==> config.mk <==
export PLATFORM = sky130hd
export DESIGN_NAME = fifo_write_arbiter_flat
export DESIGN_NICKNAME = d
export VERILOG_FILES = /design/src/rtl/fifo_write_arbiter_pkg.sv /design/src/rtl/fifo_write_arbiter_if.sv /design/src/rtl/fifo_write_arbiter_idle_timer.sv /design/src/rtl/fifo_write_arbiter.sv /design/src/flat_wrapper.sv
export SDC_FILE = /design/constraint.sdc
export NUM_CORES = 1
export LEC_CHECK = 0
export CORE_ASPECT_RATIO = 1.25
export CORE_MARGIN = 4
export CORE_UTILIZATION = 36
export DETAILED_ROUTE_END_ITERATION = 10
export HOLD_SLACK_MARGIN = 0.02
export PLACE_DENSITY_LB_ADDON = 0.05
export SYNTH_ARGS = -nofsm -noshare
export SYNTH_HDL_FRONTEND = slang
export SYNTH_SLANG_ARGS = --single-unit
==> constraint.sdc <==
create_clock -name i_clock -period 1.35 [get_ports i_clock]
set_input_delay 0.27 -clock i_clock [delete_from_list [all_inputs] [get_ports i_clock]]
set_output_delay 0.27 -clock i_clock [all_outputs]
set_load 0.01 [all_outputs]
==> src/rtl/fifo_write_arbiter_pkg.sv <==
`default_nettype none
// +----------------------------------------------------------------------+
// | Package : fifo_write_arbiter_pkg                                     |
// | Shared state encoding, grant encodings and helpers for the FIFO      |
// | write-port arbiter.                                                  |
// | Revision: 1.0 - initial release                                      |
// +----------------------------------------------------------------------+
package fifo_write_arbiter_pkg;

   // Arbiter control states: waiting for a packet start, or owned by a source
   typedef enum logic [0:0] {
      ST_IDLE  = 1'b0,
      ST_GRANT = 1'b1
   } arb_state_t;

   // One-hot grant encodings presented on the grant output
   localparam logic [1:0] GNT_NONE = 2'b00;
   localparam logic [1:0] GNT_0    = 2'b01;
   localparam logic [1:0] GNT_1    = 2'b10;

   // Map the registered owner index onto its one-hot grant code
   function automatic logic [1:0] owner_to_grant(input logic owner);
      return owner ? GNT_1 : GNT_0;
   endfunction

endpackage
`default_nettype wire

==> src/rtl/fifo_write_arbiter_if.sv <==
`default_nettype none
// +----------------------------------------------------------------------+
// | Interface : fifo_write_arbiter_if                                    |
// | Bundles both packet-source handshakes, the FIFO write side and the   |
// | arbiter status outputs.                                              |
// | Revision: 1.0 - initial release                                      |
// +----------------------------------------------------------------------+
interface fifo_write_arbiter_if #(
   parameter int c_DATAWIDTH = 8
);
   // Source 0 handshake
   logic                   req0_valid;
   logic [c_DATAWIDTH-1:0] req0_data;
   logic                   req0_last;
   logic                   req0_ready;

   // Source 1 handshake
   logic                   req1_valid;
   logic [c_DATAWIDTH-1:0] req1_data;
   logic                   req1_last;
   logic                   req1_ready;

   // FIFO write port and flow-control flags
   logic                   fifo_writeen;
   logic [c_DATAWIDTH-1:0] fifo_data;
   logic                   fifo_full;
   logic                   fifo_nearfull;

   // Arbiter status
   logic [1:0]             grant;
   logic                   abort;

   // Sources plus FIFO environment, seen from outside the arbiter
   modport master (
      output req0_valid, req0_data, req0_last,
      input  req0_ready,
      output req1_valid, req1_data, req1_last,
      input  req1_ready,
      input  fifo_writeen, fifo_data,
      output fifo_full, fifo_nearfull,
      input  grant, abort
   );

   // The arbiter itself
   modport slave (
      input  req0_valid, req0_data, req0_last,
      output req0_ready,
      input  req1_valid, req1_data, req1_last,
      output req1_ready,
      output fifo_writeen, fifo_data,
      input  fifo_full, fifo_nearfull,
      output grant, abort
   );
endinterface
`default_nettype wire

==> src/rtl/fifo_write_arbiter_idle_timer.sv <==
`default_nettype none
// +----------------------------------------------------------------------+
// | Module  : fifo_write_arbiter_idle_timer                              |
// | Counts idle cycles of the current owner; expired once the counter    |
// | reaches all-ones. Clear has priority over enable.                    |
// | Revision: 1.0 - initial release                                      |
// +----------------------------------------------------------------------+
module fifo_write_arbiter_idle_timer #(
   parameter int c_TIMEOUTW = 8
) (
   input  wire logic i_clock,
   input  wire logic i_reset,
   input  wire logic i_clear,
   input  wire logic i_enable,
   output logic      o_expired
);

   localparam logic [c_TIMEOUTW-1:0] c_ONE = {{(c_TIMEOUTW-1){1'b0}}, 1'b1};

   logic [c_TIMEOUTW-1:0] r_count;

   // Idle counter: cleared on owner activity, saturates at all-ones
   always_ff @(posedge i_clock or posedge i_reset) begin
      if (i_reset) begin
         r_count <= '0;
      end else if (i_clear) begin
         r_count <= '0;
      end else if (i_enable && !o_expired) begin
         r_count <= r_count + c_ONE;
      end
   end

   assign o_expired = &r_count;

endmodule
`default_nettype wire

==> src/rtl/fifo_write_arbiter.sv <==
`default_nettype none
// +----------------------------------------------------------------------+
// | Module  : fifo_write_arbiter                                         |
// | Round-robin, packet-granular sharing of one FIFO write port between  |
// | two sources, with nearfull start gating and idle-timeout reclaim.    |
// | Revision: 1.0 - initial release                                      |
// +----------------------------------------------------------------------+
module fifo_write_arbiter
   import fifo_write_arbiter_pkg::*;
#(
   parameter int c_DATAWIDTH = 8,
   parameter int c_TIMEOUTW  = 8
) (
   input  wire logic           i_clock,
   input  wire logic           i_reset,
   fifo_write_arbiter_if.slave bus
);

   arb_state_t             r_state;
   arb_state_t             w_state_next;
   logic                   r_owner;        // 0: source 0, 1: source 1
   logic                   w_owner_next;
   logic                   r_rr_last;      // source served most recently
   logic                   w_rr_last_next;

   logic                   w_active;
   logic                   w_owner_valid;
   logic                   w_owner_last;
   logic [c_DATAWIDTH-1:0] w_owner_data;
   logic                   w_xfer;
   logic                   w_done;
   logic                   w_expired;
   logic                   w_abort;
   logic                   w_timer_clear;
   logic                   w_timer_enable;

   assign w_active      = (r_state == ST_GRANT);
   assign w_owner_valid = r_owner ? bus.req1_valid : bus.req0_valid;
   assign w_owner_last  = r_owner ? bus.req1_last  : bus.req0_last;
   assign w_owner_data  = r_owner ? bus.req1_data  : bus.req0_data;

   // A word moves only while owned, offered, and the FIFO has room
   assign w_xfer = w_active && w_owner_valid && !bus.fifo_full;
   assign w_done = w_xfer && w_owner_last;

   // Timeout reclaim loses to a last-word transfer in the same cycle
   assign w_abort = w_active && w_expired && !w_done;

   // Timer runs only while owned and the owner is silent; a full FIFO freezes it
   assign w_timer_clear  = !w_active || w_owner_valid;
   assign w_timer_enable = w_active && !w_owner_valid && !bus.fifo_full;

   fifo_write_arbiter_idle_timer #(
      .c_TIMEOUTW (c_TIMEOUTW)
   ) u_idle_timer (
      .i_clock   (i_clock),
      .i_reset   (i_reset),
      .i_clear   (w_timer_clear),
      .i_enable  (w_timer_enable),
      .o_expired (w_expired)
   );

   // State, owner and round-robin pointer; pointer starts favouring source 0
   always_ff @(posedge i_clock or posedge i_reset) begin
      if (i_reset) begin
         r_state   <= ST_IDLE;
         r_owner   <= 1'b0;
         r_rr_last <= 1'b1;
      end else begin
         r_state   <= w_state_next;
         r_owner   <= w_owner_next;
         r_rr_last <= w_rr_last_next;
      end
   end

   // Next-state selection and handshake/FIFO outputs
   always_comb begin
      w_state_next     = r_state;
      w_owner_next     = r_owner;
      w_rr_last_next   = r_rr_last;
      bus.fifo_writeen = w_xfer;
      bus.fifo_data    = w_owner_data;
      bus.req0_ready   = w_xfer && !r_owner;
      bus.req1_ready   = w_xfer &&  r_owner;
      bus.grant        = w_active ? owner_to_grant(r_owner) : GNT_NONE;
      bus.abort        = w_abort;

      case (r_state)
         ST_IDLE: begin
            if ((bus.req0_valid || bus.req1_valid) && !bus.fifo_nearfull) begin
               w_state_next = ST_GRANT;
               if (bus.req0_valid && bus.req1_valid) begin
                  w_owner_next = ~r_rr_last;
               end else begin
                  w_owner_next = bus.req1_valid;
               end
            end
         end
         ST_GRANT: begin
            if (w_done || w_abort) begin
               w_state_next   = ST_IDLE;
               w_rr_last_next = r_owner;
            end
         end
         default: begin
            w_state_next = ST_IDLE;
         end
      endcase
   end

endmodule
`default_nettype wire

==> src/flat_wrapper.sv <==
// flat-port wrapper written by rule: the top's interface ports become plain ports
module fifo_write_arbiter_flat import fifo_write_arbiter_pkg::*;
#(
   parameter int c_DATAWIDTH = 8,
   parameter int c_TIMEOUTW  = 8
)
  (i_clock, i_reset, bus_req0_valid, bus_req0_data, bus_req0_last, bus_req0_ready, bus_req1_valid, bus_req1_data, bus_req1_last, bus_req1_ready, bus_fifo_writeen, bus_fifo_data, bus_fifo_full, bus_fifo_nearfull, bus_grant, bus_abort);
  fifo_write_arbiter_if #(.c_DATAWIDTH(c_DATAWIDTH)) bus_i ();
  input  wire logic i_clock;
  input  wire logic i_reset;
  input wire logic [$bits(bus_i.req0_valid)-1:0] bus_req0_valid;
  input wire logic [$bits(bus_i.req0_data)-1:0] bus_req0_data;
  input wire logic [$bits(bus_i.req0_last)-1:0] bus_req0_last;
  output wire logic [$bits(bus_i.req0_ready)-1:0] bus_req0_ready;
  input wire logic [$bits(bus_i.req1_valid)-1:0] bus_req1_valid;
  input wire logic [$bits(bus_i.req1_data)-1:0] bus_req1_data;
  input wire logic [$bits(bus_i.req1_last)-1:0] bus_req1_last;
  output wire logic [$bits(bus_i.req1_ready)-1:0] bus_req1_ready;
  output wire logic [$bits(bus_i.fifo_writeen)-1:0] bus_fifo_writeen;
  output wire logic [$bits(bus_i.fifo_data)-1:0] bus_fifo_data;
  input wire logic [$bits(bus_i.fifo_full)-1:0] bus_fifo_full;
  input wire logic [$bits(bus_i.fifo_nearfull)-1:0] bus_fifo_nearfull;
  output wire logic [$bits(bus_i.grant)-1:0] bus_grant;
  output wire logic [$bits(bus_i.abort)-1:0] bus_abort;
  assign bus_i.req0_valid = bus_req0_valid;
  assign bus_i.req0_data = bus_req0_data;
  assign bus_i.req0_last = bus_req0_last;
  assign bus_req0_ready = bus_i.req0_ready;
  assign bus_i.req1_valid = bus_req1_valid;
  assign bus_i.req1_data = bus_req1_data;
  assign bus_i.req1_last = bus_req1_last;
  assign bus_req1_ready = bus_i.req1_ready;
  assign bus_fifo_writeen = bus_i.fifo_writeen;
  assign bus_fifo_data = bus_i.fifo_data;
  assign bus_i.fifo_full = bus_fifo_full;
  assign bus_i.fifo_nearfull = bus_fifo_nearfull;
  assign bus_grant = bus_i.grant;
  assign bus_abort = bus_i.abort;
  fifo_write_arbiter #(.c_DATAWIDTH(c_DATAWIDTH), .c_TIMEOUTW(c_TIMEOUTW)) u_core (.i_clock(i_clock), .i_reset(i_reset), .bus(bus_i));
endmodule
**Yosys cells after proc, flatten, opt, wreduce, memory -nomap -nowiden**

Cells that the tools add are included.

- Bits in latches: 0
- Bits of input ports: 24
- Output and inout port bits: 14
- RAM bits: 0
- Memories kept: 0
- Memory bits (read-only): 0
- Register bits after elaboration: 11

- Bitwise gates (word level): 2
- Add/subtract/negate cells: 1
- $lt $le $gt $ge: 0
- Eq/ne operators: 0
- Multipliers: 0
- Mux-type cells: 11
- Reduce and logical (&&, ||, !) cells: 26
- Div/mod/pow operators: 0
- Shift-type cells: 0

Operator list:

| cell | number |
|---|---|
| $mux W8 | 3 |
| $logic_and A1 B1 Y1 | 12 |
| $add A8 B1 Y8 const B | 1 |
| $reduce_and A8 Y1 | 1 |
| $logic_not A1 Y1 | 7 |
| $mux W1 | 5 |
| $mux W2 | 2 |
| $reduce_and A2 Y1 | 2 |
| $logic_or A1 B1 Y1 | 3 |
| $not A1 Y1 | 2 |
| $pmux W1 S2 | 1 |
| $reduce_bool A2 Y1 | 1 |

**Longest topological paths before layout**

Gate-level depths: netlist of run 1.

- Depth after elaboration: 9
- Mapped depth: 4
- Depth with buffers taken out: 4

**Modules after synthesis**

A second synthesis of run 1 with hierarchy kept.

- Cell total of the unflattened synthesis: 88
- Area total of the unflattened synthesis: 833.3 um^2

By module, submodules not included:

| module | times used | cells each | area each (um^2) |
|---|---|---|---|
| fifo_write_arbiter_idle_timer | 1 | 46 | 471.7 |
| fifo_write_arbiter | 1 | 42 | 361.6 |

**Worst setup path after synthesis of run 1**

Ideal clock, no wire load.

- Kind: reg-to-output
- Start point: register u_core.u_idle_timer.r_count[0]
- End point: output bus_abort
- Path buffers: 0
- Arrival time: 1.086 ns
- Slack: -0.006 ns
- Stages on the path, launching flop included: 5
- Cells stage by stage: dfrtp_1 ha_1 and4_1 nand2_1 nor2_1

- Word-level cells in the longest chain between the ends: 3

Ends and longest elaborated chain:

| item | RTL line | text |
|---|---|---|
| from (decl) | fifo_write_arbiter_idle_timer.sv:20 | `logic [c_TIMEOUTW-1:0] r_count;` |
| from (signal assigned) | fifo_write_arbiter_idle_timer.sv:29 | `r_count <= r_count + c_ONE;` |
| $reduce_and A8 Y1 | fifo_write_arbiter_idle_timer.sv:33 | `assign o_expired = &r_count;` |
| $logic_and A1 B1 Y1 (2 in a row) | fifo_write_arbiter.sv:47 | `assign w_abort = w_active && w_expired && !w_done;` |
| to (decl) | flat_wrapper.sv:24 | `output wire logic [$bits(bus_i.abort)-1:0] bus_abort;` |

Every way passes these cells.

**Worst setup path in the final report of run 1**

- Start point: register u_core.r_owner
- End point: output bus_fifo_writeen

- Word-level cells in the longest chain between the ends: 3

Ends and longest elaborated chain:

| item | RTL line | text |
|---|---|---|
| from (decl) | fifo_write_arbiter.sv:21 | `logic r_owner;` |
| from (signal assigned) | fifo_write_arbiter.sv:71 | `r_owner <= w_owner_next;` |
| $mux W1 | fifo_write_arbiter.sv:38 | `assign w_owner_valid = r_owner ? bus.req1_valid : bus.req0_valid;` |
| $logic_and A1 B1 Y1 (2 in a row) | fifo_write_arbiter.sv:43 | `assign w_xfer = w_active && w_owner_valid && !bus.fifo_full;` |
| to (decl) | flat_wrapper.sv:19 | `output wire logic [$bits(bus_i.fifo_writeen)-1:0] bus_fifo_writeen;` |

Every way passes these cells.

==> results.sh, run 1 <==
export IMPL_initial_utilization=0.375
export IMPL_postLayoutCellArea_um2=1660
export IMPL_drt_iter0_drc=15
export IMPL_clock_skews_ns=0.00407
export IMPL_seq_area_frac_synth=0.333
export IMPL_timing_reg2reg_worst_path_depth=8
export IMPL_grt_overflow=0
export IMPL_coreArea_um2=2210
export IMPL_synth_top_area_share=0.302
export IMPL_detail_route_vias_per_cell=5.23
export IMPL_post_synth_and_or_nand_nor_area_fraction=0.271
export IMPL_numCtsBuffers=3
export IMPL_post_route_min_period_ns=1.70
export IMPL_timing_critical_path_from="u_core.r_owner"
export IMPL_synth_async_reset_ratio=1.00
export IMPL_post_synth_mux_area_share=0.172
export IMPL_finalSetupViolCount=22
export IMPL_place_hpwl_mm=2.13
export IMPL_timing_critical_path_to_type="output port"
export IMPL_worstPathMaxFanout=5
export IMPL_detailed_route_via_count=1030
export IMPL_gp_congestion=0.825
export IMPL_power_leakage_nw=0.777
export IMPL_failing_checks="setup timing"
export IMPL_htree_levels=1
export IMPL_first_global_vias=962
export IMPL_fin_util=0.750
export IMPL_port_buffer_count=37
export IMPL_synth_compound_area_frac=0.160
export IMPL_die_y_um=61.7
export IMPL_post_synth_top_count_cell="sky130_fd_sc_hd__dfrtp_1"
export IMPL_ctsRootBufferMaster="sky130_fd_sc_hd__clkbuf_4"
export IMPL_yosysWarningCount=0
export IMPL_grt_setup_unrepaired="yes"
export IMPL_max_freq_ghz=0.589
export IMPL_final_min_period_over_clock_period=1.26
export IMPL_worst_r2r_startpoint="u_core.r_owner"
export IMPL_diodes=0
export IMPL_cts_hold_buf=0
export IMPL_tritoncts_clock_tree="yes"
export IMPL_vdd_drop_max_v=0.00106
export IMPL_p_total_mw=2.36
export IMPL_final_layout_net_count=192
export IMPL_r2r_setup_slack_ns=-0.19
export IMPL_floorplan_die_area_um2=3140
export IMPL_ys_types=32
export IMPL_synth_edf_count=0
export IMPL_postSynthAreaPerCell_um2=9.32
export IMPL_drt_pass1_iter_count=4
export IMPL_post_route_cells_drive_above_1_share=0.482
export IMPL_critical_path_endpoint="bus_fifo_writeen"
export IMPL_syn_num_nets=114
export IMPL_row_count=19
export IMPL_drtAntennaViolNets=0
export IMPL_dominant_combinational_cell_family_by_area_after_synthesis="simple AND/OR/NAND/NOR gates"
export IMPL_synth_xor_xnor_area_share=0
export IMPL_holdCritPathClass="in2async"
export IMPL_post_route_drc_count=0
export IMPL_synth_fa_ha_area_frac=0.0151
export IMPL_syn_to_final_growth_pct=99.8
export IMPL_largest_net_degree_at_the_start_of_global_routing=12
export IMPL_gr_usage_all_layers=0.188
export IMPL_slew_headroom=0.698
export IMPL_crit_type="reg2out"
export IMPL_hold_violations=0
export IMPL_worst_hold_slack_ns=0.300
export IMPL_setup_worst_path_start_class="flip-flop"
export IMPL_die_width_um=50.9
export IMPL_terminus_of_the_critical_flop_to_flop_path="u_core.u_idle_timer.r_count[0]"
export IMPL_clk_pin_slew_ns=0.07
export IMPL_worst_ep_required_time_ns=1.08
export IMPL_tightestPinTransition_ns=0.452
export IMPL_drt_wl_total_mm=3.14
export IMPL_number_of_placed_i_o_pins=38
export IMPL_clock_sink_count=11
export IMPL_area_leader_netlist="sky130_fd_sc_hd__dfrtp_1"
export IMPL_cp_data_arrival_time_ns=1.43
export IMPL_grt_pass1_wl_mm=4.48
export IMPL_synth_commonest_cells="10 x sky130_fd_sc_hd__dfrtp_1, 8 x sky130_fd_sc_hd__mux2_2, 7 x sky130_fd_sc_hd__nand3_1"
export IMPL_placed_area_um2=1400
export IMPL_run_status="complete, but fails checks"
export IMPL_nFillCells=176
export IMPL_power_per_cell_area_nw_per_um2=1420
export IMPL_final_critical_path_setup_slack_ns=-0.347
export IMPL_worstSkewPairLatency_ns=0.28
export IMPL_post_drt_wl_per_cell_um=15.9
export IMPL_register_bit_total_from_synthesis=11
export IMPL_synth_top_cells_by_area="sky130_fd_sc_hd__dfrtp_1 30%, sky130_fd_sc_hd__mux2_2 11%, sky130_fd_sc_hd__nand3_1 4.2%, sky130_fd_sc_hd__a31oi_1 3.8%, sky130_fd_sc_hd__mux2i_1 3.6%"
export IMPL_cts_root_to_sink_buffers=2
export IMPL_max_cap_violation_count=0
export IMPL_ys_flop_type="sky130_fd_sc_hd__dfrtp_1"
export IMPL_synthesis_area_um2=830
export IMPL_timing_final_max_slew_violations=0
export IMPL_syn_inst=89
export IMPL_antenna_found_initial=0
-- flip-flops by register name (all words and copies together), names as in the netlist --
register,cells
u_core.r_owner,1
u_core.r_rr_last,1
u_core.r_state,1
u_core.u_idle_timer.r_count,8
-- worst min-delay path by stage --
stage                                    from                              to  slack [ns]  depth (start not counted)
6_report                              i_reset  u_core.u_idle_timer.r_count[3]        0.30                          2
5_1_grt                               i_reset  u_core.u_idle_timer.r_count[3]        0.35                          2
4_1_cts                               i_reset  u_core.u_idle_timer.r_count[2]        0.32                          2
3_5_place_dp   u_core.u_idle_timer.r_count[2]  u_core.u_idle_timer.r_count[2]        0.57                          2
3_3_place_gp   u_core.u_idle_timer.r_count[2]  u_core.u_idle_timer.r_count[2]        0.56                          2
2_1_floorplan                         i_reset                  u_core.r_owner        0.12                          1
-- cells in the final DEF, fill, tap and decap left out, types with 2 or more instances in the layout --
cell type and count:
sky130_fd_sc_hd__clkdlybuf4s50_1 22, sky130_fd_sc_hd__and4_1 2, sky130_fd_sc_hd__nand4_1 2, sky130_fd_sc_hd__nor2b_1 3, sky130_fd_sc_hd__a311oi_2 2, sky130_fd_sc_hd__a31oi_1 5
sky130_fd_sc_hd__mux2i_1 3, sky130_fd_sc_hd__o211ai_1 3, sky130_fd_sc_hd__buf_2 5, sky130_fd_sc_hd__clkbuf_4 3, sky130_fd_sc_hd__nand2_1 4, sky130_fd_sc_hd__nor3b_2 2
sky130_fd_sc_hd__mux2_4 7, sky130_fd_sc_hd__nand3b_1 3, sky130_fd_sc_hd__dfrtp_1 9, sky130_fd_sc_hd__buf_4 26, sky130_fd_sc_hd__inv_1 4, sky130_fd_sc_hd__o21ai_0 2
sky130_fd_sc_hd__a21oi_1 2, sky130_fd_sc_hd__nor2_1 5, sky130_fd_sc_hd__nand3_1 6, sky130_fd_sc_hd__buf_6 23
-- cell type report --
class / instances / area, µm² / share of cell area
inverters: 4 / 15.0 / 0.00906
multi-input cells: 70 / 592 / 0.357
well taps: 31 / 38.8 / 0.0234
flip-flops and latches: 11 / 278 / 0.168
repair buffers: 77 / 708 / 0.427
clock buffers: 4 / 26.3 / 0.0158
-- metrics by stage --
stage               instances  setup TNS, ns  worst slack [ns]
finish                    197          -4.96            -0.347
global route              197          -5.98            -0.405
CTS                       191          -4.51            -0.329
detailed placement        177          -7.50            -0.626
global placement          177          -7.28            -0.613
floorplan                  89              0            0.0324
-- power breakdown --
group          internal, mW  total [mW]  switching, mW
combinational          1.03        1.67          0.641
clock                 0.115       0.233          0.118
sequential            0.396       0.455         0.0594
total                  1.54        2.36          0.819
-- what timing repair did --
action,4_1_cts,5_1_grt
endpoints found under the setup margin,19,24
endpoints found under the hold margin,0,0
pin swaps,6,6
cloned,1,0
setup buffers,9,6
resized for setup,86,16
-- kinds of logic after synthesis --
family,Yosys count
compound gates,19
fa+ha+maj,1
buf+inv,8
flops,11
mux,12
simple gates,38
-- metal layers --
metal,global-route usage,part of all wire,up-vias
met3,0.0387,0.043,4
met5,0,0,-
li1,-,-,494
met2,0.352,0.53,31
met4,0.0731,0.011,0
met1,0.209,0.42,501
-- critical path, cell delays in order (launching register included) --
cell,delay [ns]
sky130_fd_sc_hd__dfrtp_2,0.45
sky130_fd_sc_hd__buf_4,0.15
sky130_fd_sc_hd__buf_4,0.14
sky130_fd_sc_hd__mux2i_4,0.18
sky130_fd_sc_hd__nor2_1,0.10
sky130_fd_sc_hd__buf_2,0.14
Note: power is estimated with default switching activity, not from simulation.
==> run 2: changes to the inputs <==
CORE_UTILIZATION = 37   (was 36)
SYNTH_HIERARCHICAL = 1   (was unset)
==> results.sh, run 2 <==
export IMPL_first_global_vias=1084
export IMPL_floorplan_die_area_um2=3080
export IMPL_synth_top_cells_by_area="sky130_fd_sc_hd__dfrtp_1 30%, sky130_fd_sc_hd__mux2_2 11%, sky130_fd_sc_hd__mux2_4 5.4%, sky130_fd_sc_hd__a21oi_1 4.2%, sky130_fd_sc_hd__mux2i_1 3.6%"
export IMPL_setup_tns_ns=-8.81
export IMPL_yosysWarningCount=6
export IMPL_grt_setup_unrepaired="yes"
export IMPL_cp_data_arrival_time_ns=2.10
export IMPL_power_per_cell_area_nw_per_um2=1420
export IMPL_post_route_cells_drive_above_1_share=0.618
export IMPL_crit_type="reg2reg"
export IMPL_setup_worst_path_start_class="flip-flop"
export IMPL_gp_congestion=0.816
export IMPL_holdCritPathClass="in2async"
export IMPL_post_drt_wl_per_cell_um=19.4
export IMPL_synth_commonest_cells="10 x sky130_fd_sc_hd__dfrtp_1, 8 x sky130_fd_sc_hd__mux2_2, 8 x sky130_fd_sc_hd__nor2_1"
export IMPL_worst_hold_slack_ns=0.210
export IMPL_run_status="complete, but fails checks"
export IMPL_worstSkewPairLatency_ns=0.26
export IMPL_die_y_um=61.1
export IMPL_synth_async_reset_ratio=1.00
export IMPL_final_min_period_over_clock_period=1.44
export IMPL_cts_hold_buf=0
export IMPL_timing_critical_path_from="u_core/r_owner"
export IMPL_post_synth_mux_area_share=0.198
export IMPL_synth_compound_area_frac=0.152
export IMPL_number_of_placed_i_o_pins=38
export IMPL_ctsRootBufferMaster="sky130_fd_sc_hd__clkbuf_4"
export IMPL_met3_global_route_usage=0.0242
export IMPL_syn_to_final_growth_pct=116
export IMPL_synth_edf_count=0
export IMPL_initial_utilization=0.407
export IMPL_dominant_combinational_cell_family_by_area_after_synthesis="simple AND/OR/NAND/NOR gates"
export IMPL_tightestPinTransition_ns=0.332
export IMPL_drt_iter0_drc=32
export IMPL_timing_critical_path_to_type="flip-flop"
export IMPL_slew_headroom=0.779
export IMPL_grt_overflow=0
export IMPL_area_leader_netlist="sky130_fd_sc_hd__dfrtp_1"
export IMPL_final_critical_path_setup_slack_ns=-0.600
export IMPL_drt_pass1_iter_count=4
export IMPL_row_count=18
export IMPL_largest_net_degree_at_the_start_of_global_routing=12
export IMPL_ys_flop_type="sky130_fd_sc_hd__dfrtp_1"
export IMPL_p_total_mw=2.56
export IMPL_hold_violations=0
export IMPL_syn_num_nets=113
export IMPL_max_cap_violation_count=0
export IMPL_worst_r2r_startpoint="u_core/r_owner"
export IMPL_grt_pass1_wl_mm=5.17
export IMPL_postSynthAreaPerCell_um2=9.47
export IMPL_antenna_found_initial=0
export IMPL_mostFrequentLayoutCells="33 x sky130_fd_sc_hd__buf_4, 22 x sky130_fd_sc_hd__buf_6, 20 x sky130_fd_sc_hd__clkdlybuf4s50_1"
export IMPL_coreArea_um2=2050
export IMPL_drt_wl_total_mm=3.89
export IMPL_port_buffer_count=37
export IMPL_ys_types=32
export IMPL_gr_usage_all_layers=0.222
export IMPL_diodes=0
export IMPL_synthesis_area_um2=833
export IMPL_max_freq_ghz=0.513
export IMPL_synth_top_area_share=0.300
export IMPL_timing_final_max_slew_violations=0
export IMPL_place_hpwl_mm=2.12
export IMPL_detailed_route_via_count=1079
export IMPL_post_synth_top_count_cell="sky130_fd_sc_hd__dfrtp_1"
export IMPL_worst_ep_required_time_ns=1.50
export IMPL_seq_area_frac_synth=0.332
export IMPL_cts_root_to_sink_buffers=2
export IMPL_numCtsBuffers=3
export IMPL_grt_met1_usage=0.242
export IMPL_worstPathMaxFanout=2
export IMPL_die_width_um=50.4
export IMPL_vdd_drop_max_v=0.000991
export IMPL_synth_xor_xnor_area_share=0
export IMPL_drtAntennaViolNets=0
export IMPL_detail_route_vias_per_cell=5.40
export IMPL_clock_skews_ns=0.00163
export IMPL_power_leakage_nw=0.816
export IMPL_final_layout_net_count=196
export IMPL_failing_checks="setup timing"
export IMPL_finalSetupViolCount=24
export IMPL_syn_inst=88
export IMPL_final_common_cell="sky130_fd_sc_hd__buf_4"
export IMPL_max_flop_register="u_core/u_idle_timer/r_count"
export IMPL_clk_pin_slew_ns=0.07
export IMPL_synth_fa_ha_area_frac=0.0150
export IMPL_largest_register_ff_count=8
export IMPL_htree_levels=1
export IMPL_register_bit_total_from_synthesis=11
export IMPL_tritoncts_clock_tree="yes"
export IMPL_globalRouteMet2Util=0.444
export IMPL_clock_sink_count=11
export IMPL_post_route_drc_count=0
export IMPL_top_usage_layer="met2"
export IMPL_post_synth_and_or_nand_nor_area_fraction=0.264
export IMPL_post_route_min_period_ns=1.95
==> run 2: final timing paths <==
check	endpoint	slack (ns)	cells after the start
min in group i_clock	u_core/r_rr_last	0.55	3
hold reg to reg	u_core/r_rr_last	0.62	2
setup reg to reg	u_core/u_idle_timer/r_count[3]	-0.60	7
setup / recovery	u_core/u_idle_timer/r_count[3]	-0.60	7
hold / removal	u_core/r_owner	0.21	2
max in group asynchronous	u_core/u_idle_timer/r_count[4]	0.81	2
==> run 2: logic make-up (layout without fill, tap and decap cells) <==
family	count (synthesis)	count (layout)
AND/OR/NAND/NOR	39	39
AO/OA/AOI/OAI	17	17
multiplexers	14	14
flip-flops	11	11
buffers and inverters	6	88
adder cells (fa/ha/maj)	1	1
==> run 2: stage by stage <==
step / util / cell area [µm²] / std cells / setup slack, ns
floorplan: - / 848 / 88 / -0.341
global placement: 0.696 / 1430 / 177 / -0.669
detailed placement: 0.696 / 1430 / 177 / -0.714
CTS: 0.827 / 1690 / 196 / -0.493
global route: 0.880 / 1800 / 200 / -0.650
finish: 0.880 / 1800 / 200 / -0.600
==> run 2: where the power goes <==
group          total, mW  leakage, nW  switching (mW)  internal, mW
clock              0.223       0.0150           0.108         0.114
combinational       1.89        0.656           0.757          1.13
sequential         0.446        0.145          0.0529         0.393
==> run 2: worst max-delay path, stage by stage (launching register included) <==
cell,delay [ns]
sky130_fd_sc_hd__dfrtp_1,0.42
sky130_fd_sc_hd__buf_6,0.13
sky130_fd_sc_hd__buf_6,0.11
sky130_fd_sc_hd__mux2_4,0.31
sky130_fd_sc_hd__nor2_4,0.12
sky130_fd_sc_hd__nand4_1,0.20
sky130_fd_sc_hd__a31oi_4,0.23
sky130_fd_sc_hd__mux2_4,0.31
==> run 2: cell type report <==
class	count	area (µm²)
Fill cell	97	246
Clock buffer	4	26.3
Timing Repair Buffer	82	746
Tap cell	30	37.5
Multi-Input combinational cell	71	709
Inverter	2	7.51
Sequential cell	11	277
==> run 2: timing repair <==
action | in CTS | in global routing
gates resized for setup | 96 | 22
endpoints found under the setup margin | 22 | 24
buffers inserted | 15 | 4
pin swaps | 9 | 11
gates cloned | 0 | 0
==> run 2: routing by layer <==
| metal | vias up | share of wire |
|---|---|---|
| met5 | - | 0 |
| met4 | 0 | 0.022 |
| met3 | 8 | 0.035 |
| met1 | 538 | 0.38 |
| met2 | 38 | 0.56 |
| li1 | 495 | - |
==> patch, RTL diff (config.mk and constraints of run 1) <==
`c_TIMEOUTW` is set to 8 in 3 places; all go to 10.
--- a/src/rtl/fifo_write_arbiter_idle_timer.sv
+++ b/src/rtl/fifo_write_arbiter_idle_timer.sv
@@ -6,7 +6,7 @@
 // | Revision: 1.0 - initial release                                      |
 // +----------------------------------------------------------------------+
 module fifo_write_arbiter_idle_timer #(
-   parameter int c_TIMEOUTW = 8
+   parameter int c_TIMEOUTW = 10
 ) (
    input  wire logic i_clock,
    input  wire logic i_reset,
--- a/src/rtl/fifo_write_arbiter.sv
+++ b/src/rtl/fifo_write_arbiter.sv
@@ -9,7 +9,7 @@
    import fifo_write_arbiter_pkg::*;
 #(
    parameter int c_DATAWIDTH = 8,
-   parameter int c_TIMEOUTW  = 8
+   parameter int c_TIMEOUTW  = 10
 ) (
    input  wire logic           i_clock,
    input  wire logic           i_reset,
--- a/src/flat_wrapper.sv
+++ b/src/flat_wrapper.sv
@@ -2,7 +2,7 @@
 module fifo_write_arbiter_flat import fifo_write_arbiter_pkg::*;
 #(
    parameter int c_DATAWIDTH = 8,
-   parameter int c_TIMEOUTW  = 8
+   parameter int c_TIMEOUTW  = 10
 )
   (i_clock, i_reset, bus_req0_valid, bus_req0_data, bus_req0_last, bus_req0_ready, bus_req1_valid, bus_req1_data, bus_req1_last, bus_req1_ready, bus_fifo_writeen, bus_fifo_data, bus_fifo_full, bus_fifo_nearfull, bus_grant, bus_abort);
   fifo_write_arbiter_if #(.c_DATAWIDTH(c_DATAWIDTH)) bus_i ();
Formal check against the unedited RTL: no difference found for any inputs over 10 cycles, from zero or initial values and one cycle with i_reset high; that may be too few to reach the edited logic, so the function may still have changed.
==> patch against run 1 <==
Power increased by 5.9%; maximum frequency down 6.2%; global-route usage up 1.8 points; the flow still finishes with violations (setup timing); critical endpoint is now bus_abort; cell area up 12%; clock skew fell by 0.0035 ns; setup slack got worse by 0.11 ns; critical path type unchanged; wire length is 16% higher; sequential cell count increased by 2; synthesized cell count is 3.4% higher; area after synthesis is 5.1% higher.
==> patch: results (changes against run 1) <==
| Metric | Value |
|---|---|
| Status | finished with violations |
| Violated checks | setup timing |
| Sw Ratio | 0.355 (+0.00796) |
| Gr usage total | 0.206 (+0.0175) |
| Via density | 5.34 (+2.1%) |
| End point of the critical path | bus_abort |
| Post-route setup slack | -0.460 ns (-0.112 ns) |
| Worst reg-to-reg setup slack | -0.40 ns (-0.21 ns) |
| GR Util met1 | 0.232 (+0.0230) |
| FF-to-FF End | u_core.r_rr_last$_DFFE_PP1P_ |
| First-pass GRT wire length | 5.11 mm (+14%) |
| Sequential area share after synthesis | 0.374 (+0.0411) |
| GR Util met3 | 0.0525 (+0.0138) |
| R2r worst-path depth | 7 (-1) |
| Arr. time, crit path | 1.54 ns (+0.11 ns) |
| Seq pwr | 0.000546 W (+20%) |
| Final GP Congestion | 0.759 (-8.0%) |
| Critical R2R Launch | u_core.u_idle_timer.r_count[1]$_DFFE_PP0P_ |
| Crit path largest cell delay | 0.47 ns (+0.02 ns) |
| Met3 Wirelength | 184 µm (+35%) |
| Layout cells sized above 1 | 0.560 (+0.0781) |
| # fillers | 133 (-24%) |
| Hpwl dp | 2.04 mm (-4.1%) |
| Met2 usage | 0.369 (+0.0177) |
| Largest net degree at the start of global routing | 14 (+2) |
| Maximum VDD drop | 1.14 mV (+8.0%) |
| Hold_ws | 0.264 ns (-0.0355 ns) |
| Post-synth top cells | dfrtp_1 (12), nor2_1 (11), mux2_2 (8), nand2_1 (7) |
| Routed length on met1 | 1.30 mm (-0.23%) |
| Initial DRC count | 32 (+17) |
| Leakage power | 0.890 nW (+15%) |
| Power share of the sequential group | 0.218 (+0.025) |
| Via count of the first global-routing pass | 1146 (+19%) |
| Fin nets | 201 (+4.7%) |
| P_clk | 0.000263 W (+13%) |
| Clk slew on worst S/H paths | 0.09 ns (+0.02 ns) |
| Final count of negative-setup-slack endpoints | 25 (+14%) |
| Syn_nets | 117 (+2.6%) |
| Synth top area cells | dfrtp_1 (34%), mux2_2 (10%), nor2_1 (4.7%), dfstp_2 (3.0%), nand2_1 (3.0%) |
| Setup Skew | 0.000617 ns (-0.00346 ns) |
| Routed Wire Length | 3.65 mm (+16%) |
-- patch: cell types whose count changed after synthesis, sizes merged, moves of 2 or more --
cell	before	now
and3	1	4
dfrtp	10	12
xor2	0	3
inv	4	2
nand3	7	2
nand2	5	7
nor2	5	11
buf	3	1
a311oi	2	0
mux2i	4	2
nor3	0	2
a31oi	6	2
nor3b	2	0
o211ai	3	1
-- patch: per-stage QoR --
stage               setup WS (ns)  area [µm²]   util  std cells  setup TNS, ns
floorplan                  -0.181         883      -         92         -0.380
global placement           -0.604        1490  0.659        186          -8.54
detailed placement         -0.619        1490  0.659        186          -8.67
CTS                        -0.405        1710  0.759        202          -4.41
global route               -0.499        1850  0.819        206          -7.39
finish                     -0.460        1850  0.819        206          -6.20
-- patch: logic make-up (layout without fill, tap and decap cells) --
| family | Yosys count | count (layout) | synth area share |
|---|---|---|---|
| AND/OR/NAND/NOR | 41 | 41 | 0.270 |
| buffers and inverters | 5 | 88 | 0.0301 |
| flip-flops | 13 | 13 | 0.374 |
| multiplexers | 11 | 11 | 0.139 |
| AO/OA/AOI/OAI | 17 | 17 | 0.132 |
| adder cells (fa/ha/maj) | 1 | 1 | 0.0143 |
| XOR/XNOR | 4 | 4 | 0.0402 |
-- patch: area by class of cell --
class / instances / area share
inverters: 2 / 0.00406
flip-flops and latches: 13 / 0.177
clock buffers: 4 / 0.0142
repair buffers: 82 / 0.413
well taps: 31 / 0.0210
multi-input cells: 74 / 0.370
-- patch: timing repair --
action | 4_1_cts | 5_1_grt
setup buffers | 11 | 7
pin swaps | 9 | 14
setup endpoints to repair | 23 | 25
cloned | 1 | 0
resized for setup | 98 | 28
